## src/rtl/lock_ctrl.sv

```systemverilog
// Digital lock main controller: code entry, failure counting,
// auto-relock countdown, password change and alarm hold-off.
module lock_ctrl #(
    parameter int                      PWD_LEN     = 4,
    parameter logic [PWD_LEN*4-1:0]    DEFAULT_PWD = 16'h1234,
    parameter int                      TICK_DIV    = 50_000_000,
    parameter int                      ALARM_SEC   = 10
) (
    input  logic       Clk,
    input  logic       Rst,
    input  logic       key_valid,
    input  logic [3:0] key_code,
    input  logic       key_enter,
    input  logic       key_clear,
    input  logic       key_set,
    output logic [1:0] st_lock,
    output logic [2:0] st_cd,
    output logic       st_set,
    output logic [1:0] st_err,
    output logic       unlock
);

    localparam int BW  = PWD_LEN * 4;
    localparam int CW  = $clog2(PWD_LEN + 1);
    localparam int PSW = (TICK_DIV > 1) ? $clog2(TICK_DIV) : 1;
    localparam int ASW = (ALARM_SEC > 1) ? $clog2(ALARM_SEC) : 1;

    typedef enum logic [2:0] {
        S_LOCK,
        S_INPUT,
        S_UNLOCK,
        S_SET,
        S_ALARM
    } state_t;

    state_t         state_q, state_d;
    logic [BW-1:0]  buf_q, buf_d;
    logic [CW-1:0]  cnt_q, cnt_d;
    logic [BW-1:0]  pwd_q, pwd_d;
    logic [1:0]     err_q, err_d;
    logic [2:0]     cd_q, cd_d;
    logic [PSW-1:0] presc_q, presc_d;
    logic [ASW-1:0] asec_q, asec_d;
    logic [1:0]     st_lock_q, st_lock_d;
    logic           st_set_q, st_set_d;
    logic           unlock_q, unlock_d;

    logic           tick;
    logic           full;
    logic           digit_ok;
    logic           act_clear;
    logic           act_enter;
    logic           act_digit;
    logic           act_set;
    logic [BW-1:0]  buf_shift;

    assign tick      = (presc_q == PSW'(TICK_DIV - 1));
    assign full      = (cnt_q == CW'(PWD_LEN));
    assign digit_ok  = key_valid && (key_code <= 4'd9);
    assign act_clear = key_clear;
    assign act_enter = !key_clear && key_enter;
    assign act_digit = !key_clear && !key_enter && digit_ok;
    assign act_set   = !key_clear && !key_enter && !key_valid && key_set;
    assign buf_shift = (buf_q << 4) | BW'(key_code);

    // Next-state, datapath and registered-output decode
    always_comb begin
        state_d = state_q;
        buf_d   = buf_q;
        cnt_d   = cnt_q;
        pwd_d   = pwd_q;
        err_d   = err_q;
        cd_d    = cd_q;
        asec_d  = asec_q;
        presc_d = tick ? '0 : presc_q + PSW'(1);

        unique case (state_q)
            S_LOCK: begin
                if (act_digit) begin
                    buf_d   = BW'(key_code);
                    cnt_d   = CW'(1);
                    state_d = S_INPUT;
                end
            end
            S_INPUT: begin
                if (act_clear) begin
                    buf_d   = '0;
                    cnt_d   = '0;
                    state_d = S_LOCK;
                end else if (act_enter) begin
                    buf_d = '0;
                    cnt_d = '0;
                    if (full && (buf_q == pwd_q)) begin
                        err_d   = 2'd0;
                        state_d = S_UNLOCK;
                    end else begin
                        err_d   = err_q + 2'd1;
                        state_d = (err_q == 2'd2) ? S_ALARM : S_LOCK;
                    end
                end else if (act_digit && !full) begin
                    buf_d = buf_shift;
                    cnt_d = cnt_q + CW'(1);
                end
            end
            S_UNLOCK: begin
                if (act_enter) begin
                    cd_d    = 3'd0;
                    state_d = S_LOCK;
                end else if (act_set) begin
                    cd_d    = 3'd0;
                    buf_d   = '0;
                    cnt_d   = '0;
                    state_d = S_SET;
                end else if (tick) begin
                    if (cd_q == 3'd6) begin
                        cd_d    = 3'd0;
                        state_d = S_LOCK;
                    end else begin
                        cd_d = cd_q + 3'd1;
                    end
                end
            end
            S_SET: begin
                if (act_clear) begin
                    buf_d   = '0;
                    cnt_d   = '0;
                    state_d = S_UNLOCK;
                end else if (act_enter && full) begin
                    pwd_d   = buf_q;
                    buf_d   = '0;
                    cnt_d   = '0;
                    state_d = S_UNLOCK;
                end else if (act_digit && !full) begin
                    buf_d = buf_shift;
                    cnt_d = cnt_q + CW'(1);
                end
            end
            S_ALARM: begin
                if (tick) begin
                    if (asec_q == ASW'(ALARM_SEC - 1)) begin
                        err_d   = 2'd0;
                        state_d = S_LOCK;
                    end else begin
                        asec_d = asec_q + ASW'(1);
                    end
                end
            end
            default: begin
                state_d = S_LOCK;
            end
        endcase

        if ((state_d != state_q) &&
            ((state_d == S_UNLOCK) || (state_d == S_ALARM))) begin
            presc_d = '0;
            asec_d  = '0;
            if (state_d == S_UNLOCK) begin
                cd_d = 3'd1;
            end
        end

        st_lock_d = 2'b00;
        st_set_d  = 1'b0;
        unlock_d  = 1'b0;
        unique case (state_d)
            S_INPUT:  st_lock_d = 2'b01;
            S_ALARM:  st_lock_d = 2'b10;
            S_UNLOCK: begin
                st_lock_d = 2'b11;
                unlock_d  = 1'b1;
            end
            S_SET: begin
                st_lock_d = 2'b11;
                st_set_d  = 1'b1;
                unlock_d  = 1'b1;
            end
            default: st_lock_d = 2'b00;
        endcase
    end

    // State, datapath and output registers
    always_ff @(posedge Clk or posedge Rst) begin
        if (Rst) begin
            state_q   <= S_LOCK;
            buf_q     <= '0;
            cnt_q     <= '0;
            pwd_q     <= DEFAULT_PWD;
            err_q     <= 2'd0;
            cd_q      <= 3'd0;
            presc_q   <= '0;
            asec_q    <= '0;
            st_lock_q <= 2'b00;
            st_set_q  <= 1'b0;
            unlock_q  <= 1'b0;
        end else begin
            state_q   <= state_d;
            buf_q     <= buf_d;
            cnt_q     <= cnt_d;
            pwd_q     <= pwd_d;
            err_q     <= err_d;
            cd_q      <= cd_d;
            presc_q   <= presc_d;
            asec_q    <= asec_d;
            st_lock_q <= st_lock_d;
            st_set_q  <= st_set_d;
            unlock_q  <= unlock_d;
        end
    end

    assign st_lock = st_lock_q;
    assign st_cd   = cd_q;
    assign st_set  = st_set_q;
    assign st_err  = err_q;
    assign unlock  = unlock_q;

endmodule
```

## config.mk

```make
export PLATFORM = sky130hd
export DESIGN_NAME = lock_ctrl
export DESIGN_NICKNAME = d
export VERILOG_FILES = /design/src/rtl/lock_ctrl.sv
export SDC_FILE = /design/constraint.sdc
export NUM_CORES = 1
export LEC_CHECK = 0
export BUFFER_PORTS_ARGS = -buffer_cell sky130_fd_sc_hd__buf_2
export CAP_MARGIN = 0
export CORE_UTILIZATION = 30
export DETAILED_ROUTE_END_ITERATION = 12
export PLACE_DENSITY = 0.5
export SYNTH_ARGS = -nofsm -noshare
export SYNTH_HDL_FRONTEND = slang
export SYNTH_SLANG_ARGS = --single-unit
export TNS_END_PERCENT = 30
```

## constraint.sdc

```tcl
create_clock -name Clk -period 7 [get_ports Clk]
set_clock_uncertainty 0.05 [all_clocks]
set_input_delay 1.05 -clock Clk [delete_from_list [all_inputs] [get_ports Clk]]
set_output_delay 1.05 -clock Clk [all_outputs]
set_load 0.02 [all_outputs]
```

==> results of run 1 <==
[through the flow]
step           power (uW)  instance area (um^2)   util  cells
2_1_floorplan         897                  4450      -    480
3_3_place_gp          970                  4680  0.323    660
3_5_place_dp          979                  4680  0.323    660
4_1_cts              1570                  5050  0.349    676
5_1_grt              1660                  5050  0.349    676
6_report             1560                  5050  0.349    676
[kinds of logic after synthesis]
family                     Yosys count  share of synthesized area
buffers and inverters               41                     0.0444
DFF                                 77                      0.434
and+or+nand+nor                    206                      0.241
adders and majority gates            6                     0.0169
xor gates and xnor gates            41                     0.0807
AOI/OAI and AO/OA                   88                      0.131
muxes                               21                     0.0517
[registers in the layout (all words and copies together), names as in the netlist]
register,flops
buf_q,16
asec_q,4
st_lock,2
st_err,2
cnt_q,3
presc_q,26
unlock,1
state_q,3
st_cd,3
pwd_q,16
st_set,1
[critical path, stage by stage]
cell	delay (ns)
sky130_fd_sc_hd__buf_2	0.13
sky130_fd_sc_hd__nand2b_1	0.17
sky130_fd_sc_hd__or2_2	0.33
sky130_fd_sc_hd__nor2_1	0.19
sky130_fd_sc_hd__a31oi_1	0.32
sky130_fd_sc_hd__nor2_2	0.91
sky130_fd_sc_hd__o22ai_1	0.22
[report_power, final]
part           switching [uW]  internal [uW]
Sequential               89.3            509
Clock                     199            387
Combinational             206            167
Total                     494           1060
[cell usage in the layout, fill, tap and decap left out, types with 3 or more instances in the layout]
cell,instances
sky130_fd_sc_hd__buf_2,18
sky130_fd_sc_hd__o2111ai_1,4
sky130_fd_sc_hd__xnor2_1,26
sky130_fd_sc_hd__o21ai_0,15
sky130_fd_sc_hd__mux2i_1,5
sky130_fd_sc_hd__o22ai_1,23
sky130_fd_sc_hd__o211ai_1,4
sky130_fd_sc_hd__bufinv_16,4
sky130_fd_sc_hd__nor4_1,5
sky130_fd_sc_hd__nand3_1,41
sky130_fd_sc_hd__and3_1,4
sky130_fd_sc_hd__nor3_1,10
sky130_fd_sc_hd__buf_4,5
sky130_fd_sc_hd__nand2_1,62
sky130_fd_sc_hd__nor2_1,28
sky130_fd_sc_hd__clkbuf_16,9
sky130_fd_sc_hd__or4_1,3
sky130_fd_sc_hd__xor2_1,15
sky130_fd_sc_hd__ha_1,6
sky130_fd_sc_hd__dfstp_2,5
sky130_fd_sc_hd__inv_1,13
sky130_fd_sc_hd__or2_2,6
sky130_fd_sc_hd__mux2_2,16
sky130_fd_sc_hd__a21oi_1,23
sky130_fd_sc_hd__nor4b_1,4
sky130_fd_sc_hd__dfrtp_1,72
sky130_fd_sc_hd__nand4_1,21
[layout make-up]
cell class / count / area (um^2) / share of cell area
inverter: 14 / 53.8 / 0.0106
clock buffer: 9 / 225 / 0.0446
multi-input combinational: 362 / 2340 / 0.462
tap: 184 / 230 / 0.0456
timing repair buffer: 23 / 128 / 0.0253
clock inverter: 7 / 146 / 0.0290
sequential: 77 / 1930 / 0.383
[worst min path at each step]
stage	startpoint	endpoint	slack, ns	depth (start not counted)
final	st_err[0]	st_err[0]	0.46	1
after global routing	pwd_q[15]	pwd_q[15]	0.50	1
after CTS	st_err[0]	st_err[0]	0.47	1
after detailed placement	st_err[0]	st_err[0]	0.46	1
after global placement	st_err[0]	st_err[0]	0.46	1
after floorplan	pwd_q[1]	pwd_q[1]	0.45	1
[routing by layer]
layer / vias up / track usage / wire (um)
met5: - / 0 / 0
met4: 0 / 0.0610 / 186
met3: 11 / 0.0302 / 490
met2: 81 / 0.242 / 5010
met1: 1746 / 0.210 / 5210
li1: 1750 / - / -
==> metrics list, run 1 <==
* H-tree Lvls: 3
- Remaining design rule violation count: 0
* Sequential element share of the synthesized area: 0.434
- Entering global routing, the biggest net connects 78 pins.
- The path class of the tightest hold or removal check is reg2reg.
- Average wire per standard cell: 16.1 um
- Clock tree from TritonCTS: done
* Routed Wire Length: 10.9 mm
- Least setup slack across all paths after layout: 3.80 ns
- Worst-Margin Slew: 1.22 ns
* PwrDens: 308 mW/mm^2
- In the finished design, the share of the clock period the worst path needs comes to 0.457.
* Total via count in the routed design: 3588
- In this run the register-to-register setup slack is 3.87 ns.
- Drt pass-1 iters: 5
- Number of cells traversed by the worst register-to-register path: 7
- Antenna violations before repair: 0
* Count of antenna diodes in the layout: 0
- LEAKAGE: 0.00220 uW
* Weighted congestion reported at the end of routability-driven placement: 0.791
* Die boundary width: 124 um
- End of the worst register-to-register path: presc_q[9]
- Most common library cells after synthesis: sky130_fd_sc_hd__dfrtp_1 (72), sky130_fd_sc_hd__nand2_1 (62), sky130_fd_sc_hd__nand3_1 (41)
- Post-synth EDFFs: 0
- Setup crit end kind: flip-flop
- Post-route antenna net violation count: 0
* Wire length of the first global-routing pass: 18.2 mm
* Area growth from synthesis to final layout: 13.6%
- Mean cell area of the mapped netlist: 9.27 um^2
* Floorplan core area: 0.0145 mm^2
- Once the clock tree was built, the setup fixing pass inserted 0 buffers.
- Final period demand of the worst path: 3.20 ns
* Critical path origin: key_clear
* Worst reg2reg startpoint: cnt_q[0]
- Across every metal layer, demand over resource in global routing totals 0.155.
- Post-synthesis cell type with the largest combined area: sky130_fd_sc_hd__dfrtp_1
- Proportion of layout cells with a drive suffix above 1: 0.173
- After the first detailed-routing iteration, the DRC count stood at 273.
* CP required: 7.12 ns
- The tool flagged a number of max-cap violations equal to 0.
- Counting flops with an async set or reset pin after synthesis yields a share of 1.00.
- Number of port buffers: 18
* Area share of the largest cell type after synthesis: 0.405
- Count of boundary I/O pins: 19
* Die Height: 124 um
- The flow ran to the end, and the final reports show no timing, DRC or antenna violations.
* Final setup violation count: 0
- The number of gates resized after CTS was 0.
- After detailed routing, the number of vias per cell comes to 5.31.
- Maximum clock path buffer count: 2
- Following the worst setup path forward leads to its endpoint at presc_q[9].
* Grt ovf: 0
- Die Footprint: 0.0153 mm^2
- The synthesized netlist occupies a cell area of 0.00445 mm^2.
- Max transition margin: 0.188
- Counting the buffers created by CTS gives 9.
- Placed wire-length estimate after detailed placement: 6.93 mm
* Initial core utilization: 0.307
- CP arrival: 3.32 ns
* Root buffer cell: sky130_fd_sc_hd__clkbuf_16
- In this run the core area contains 44 standard-cell rows.
- Crit-path max FO: 22
* Most used DFF post-synth: sky130_fd_sc_hd__dfrtp_1
* Clock latency at the later pin of the worst-skew pair: 0.34 ns
- The number of pins with negative max-slew slack in the final report was 0.
- Type of the worst setup path: in2reg
- Most common cell in the netlist: sky130_fd_sc_hd__dfrtp_1
* Filler instances: 1487
* Fmax achieved: 313 MHz
* RSZ-0062 raised after global routing: no
- Maximum resistive drop on vdd: 0.137 mV
- Synthesis produced a netlist whose cell count is 480.
* Worst setup slack before clock tree synthesis: 3.48 ns
- In the post-synthesis netlist, the biggest area contributors are sky130_fd_sc_hd__dfrtp_1 (40%), sky130_fd_sc_hd__nand2_1 (5.2%), sky130_fd_sc_hd__xnor2_1 (5.1%).
- When the netlist entered floorplanning its net count stood at 496.
- Final hold vios: 0
- Type of origin of the critical path: primary input
- Syn. warnings: 0
- Netlist cell types: 58
- Synth Register Bits: 77
- Clock-pin slew was measured on the worst setup and hold paths at 0.06 ns.
- Hold timing on the final database bottoms out at a slack of 0.460 ns.
* Total clock sinks: 77
* Number of global-route vias before repair: 3533
- Number of nets at the end of the flow: 503
- Number of buffers inserted for hold repair after clock tree synthesis: 0
- Total negative setup slack: 0 ns
No activity file was read; power rests on OpenSTA's default activity.
==> run 2: changes to the inputs <==
Clock period 7 ns to 3 ns, I/O delays scaled along.
==> run 2 against run 1 <==
  * Die area unchanged
  * Total power increased by 120%
  * Register-to-register slack got worse by 3.3 ns
  * Critical path type is now reg2reg
  * Clock-buffer cell count increased by 1
  * Sequential power increased by 130%
  * Sequential share of layout area decreased by 0.26 points
  * Via count increased by 0.64%
  * Worst setup slack got worse by 3.3 ns
  * Global-route usage decreased by 0.26 points
  * Clock power increased by 91%
  * Combinational power increased by 140%
  * Critical path depth increased by 2
==> metrics list, run 2 (synthesis results as in run 1) <==
- Crit-path max FO: 20 (-9.1%)
* Total stage count of the critical path: 9 (+2)
* Fmax achieved: 407 MHz
* Clock tree from TritonCTS: done
- Clock latency at the later pin of the worst-skew pair: 0.34 ns (about the same)
- The tightest min-delay check is of the in2async type.
- The via count of the first global-routing pass is 3531 (-0.057%).
* Floorplan core area: 0.0145 mm^2 (unchanged)
- Type of the worst setup path: reg2reg
- Placed wire-length estimate after detailed placement: 7.43 mm (+7.3%)
- Count of boundary I/O pins: 19 (unchanged)
* Average wire per standard cell: 15.6 um (-3.2%)
- Max transition margin: 0.402 (+0.214)
- Commonest non-fill, non-tap cell in the layout: sky130_fd_sc_hd__dfrtp_1
* Total negative setup slack: 0 ns (unchanged)
- STA classifies the critical path startpoint as a flip-flop.
* Count of antenna diodes in the layout: 0 (unchanged)
* Clock transition at path regs: 0.07 ns (about the same)
- The floorplan die height was 124 um (unchanged).
- RSZ-0062 raised after global routing: no
- Area growth from synthesis to final layout: 14.3%
- The minimum setup slack after placement is 0.512 ns (-2.97 ns).
- Most flops, register: presc_q
- The combined buffer and inverter count along the critical path came to 2 (+1).
- The total detailed-routing wirelength came to 10.7 mm (-1.6%).
- The largest registers in the layout are presc_q: 26 flops, buf_q: 16 flops, pwd_q: 16 flops.
* Total clock sinks: 77 (unchanged)
- H-tree Lvls: 3 (unchanged)
* Critical Path Slowest Stage Cell: sky130_fd_sc_hd__a2111oi_2
* Count of maximum capacitance violations: 0 (unchanged)
- TritonCTS buffer count: 9 (unchanged)
- Walking the worst path, the cells encountered are inv_1, ha_1, a21bo_2, a2111oi_2, o21ai_1, a211oi_4, buf_4, nand3_1, o22ai_1.
- Critical path origin: cnt_q[0]
- The reported leakage power was 0.00223 uW (+1.2%).
- Final period demand of the worst path: 2.46 ns
- The register-to-register setup slack was 0.54 ns (-3.33 ns).
* Total power after layout: 3400 uW (+120%)
- The maximum resistive drop on vdd came to 0.294 mV (+120%).
- The endpoint required time on the critical path is 3.20 ns (-3.92 ns).
- Grt ovf: 0 (unchanged)
* Drt pass-1 iters: 4 (-1)
* Maximum clock path buffer count: 2 (unchanged)
* Remaining design rule violation count: 0 (unchanged)
* Final standard cell count with taps included and fillers excluded: 687 (+1.6%)
- The tree is rooted in a sky130_fd_sc_hd__clkbuf_16.
- The worst setup path is captured at a flip-flop.
* Number of port buffers: 18 (unchanged)
- Weighted congestion reported at the end of routability-driven placement: 0.762 (-3.7%)
* CTS-repair resized insts: 0 (unchanged)
- Maximum number of pins on one net before global-route repair: 50 (-36%)
* Status: finished clean
- The count of endpoints failing hold in the final timing report was 0 (unchanged).
- In the layout the commonest cells are sky130_fd_sc_hd__dfrtp_1 (72), sky130_fd_sc_hd__nand2_1 (62), sky130_fd_sc_hd__nand3_1 (41).
- The count of endpoints failing setup in the final report came to 0 (unchanged).
* Least setup slack across all paths after layout: 0.540 ns (-3.26 ns)
- The power density normalized to cell area was 669 mW/mm^2 (+120%).
- Initial core utilization: 0.307 (unchanged)
- Dividing the final minimum period by the clock period gives 0.820.
* Routed via count divided by cell count: 5.26 (-0.97%)
- The placed instance count is 671 (+1.7%).
- The setup fix buffers added after clock tree synthesis came to 0 (unchanged).
- End of the worst register-to-register path: presc_q[25]
- CP arrival: 2.66 ns (-0.66 ns)
* Number of cells traversed by the worst register-to-register path: 9 (+2)
- The die extent in x came to 124 um (unchanged).
- The die outline area came to 0.0153 mm^2 (unchanged).
- Number of nets at the end of the flow: 514 (+2.2%)
- On the critical path the largest part of the delay comes from compound AO/OA/AOI/OAI gates.
* Total via count in the routed design: 3611 (+0.64%)
* Area after detailed placement: 0.00478 mm^2 (+2.1%)
- Final Cell Area: 0.00509 mm^2 (+0.69%)
- Number of buffers inserted for hold repair after clock tree synthesis: 0 (unchanged)
* Worst Setup EP: presc_q[25]
* Iteration-0 DRC Markers: 205 (-25%)
- Worst reg2reg startpoint: cnt_q[0]
* Maximum cell stage delay along the critical path: 0.43 ns (-0.48 ns)
- Max FFs per register: 26 (unchanged)
- The number of nets with antenna violations after routing is 0 (unchanged).
* Row Count: 44 (unchanged)
- The global-route usage over all layers was 0.152 (-0.00256).
- The worst-margin pin slew came to 0.896 ns (-0.322 ns).
* Wire length of the first global-routing pass: 18.0 mm (-0.95%)
- The number of antenna violations at the first check in global routing came to 0 (unchanged).
- The layout cell share with drive strength beyond 1 is 0.189 (+0.0161).
- Count of pins over their slew limit: 0 (unchanged)
run 2: cell types whose count changed in the layout (fill, tap and decap cells not counted):
cell,previous run,this run
sky130_fd_sc_hd__buf_4,5,14
sky130_fd_sc_hd__bufinv_16,4,1
sky130_fd_sc_hd__a21oi_2,1,2
sky130_fd_sc_hd__nor2_2,1,0
sky130_fd_sc_hd__a21oi_4,1,0
sky130_fd_sc_hd__clkinvlp_4,0,3
sky130_fd_sc_hd__clkinv_4,2,0
sky130_fd_sc_hd__inv_6,1,2
sky130_fd_sc_hd__buf_12,0,2
sky130_fd_sc_hd__nor2_1,28,29
sky130_fd_sc_hd__clkbuf_8,0,1
run 2: area by class of cell:
type                       count  area, um^2
sequential                    77        1930
clock inverter                 6        70.1
tap                          184         230
clock buffer                  10         239
timing repair buffer          34         235
fill                        1501        9390
multi-input combinational    362        2330
inverter                      14        53.8
run 2: worst min path at each step:
stage / slack, ns / depth (start not counted) / from / to
after detailed placement: 0.46 / 1 / st_err[0] / st_err[0]
after CTS: 0.25 / 2 / Rst / unlock
final: 0.21 / 2 / Rst / unlock
after global placement: 0.44 / 1 / st_err[0] / st_err[0]
after floorplan: 0.45 / 1 / pwd_q[1] / pwd_q[1]
after global routing: 0.30 / 2 / Rst / unlock
run 2: metrics by stage:
step,utilization,hold slack (ns)
2_1_floorplan,-,0.451
3_3_place_gp,0.330,0.440
3_5_place_dp,0.330,0.458
4_1_cts,0.351,0.254
5_1_grt,0.351,0.300
6_report,0.351,0.215
run 2: per-layer routing:
| layer | vias up | wire length, um | GRT usage |
|---|---|---|---|
| met2 | 54 | 4840 | 0.233 |
| met1 | 1787 | 5400 | 0.212 |
| li1 | 1761 | - | - |
| met4 | 0 | 101 | 0.0505 |
| met5 | - | 0 | 0 |
| met3 | 9 | 387 | 0.0330 |
run 2: power by group:
group	switching (uW)	internal, uW
Sequential	216	1190
Clock	448	673
Combinational	480	400
Total	1140	2260
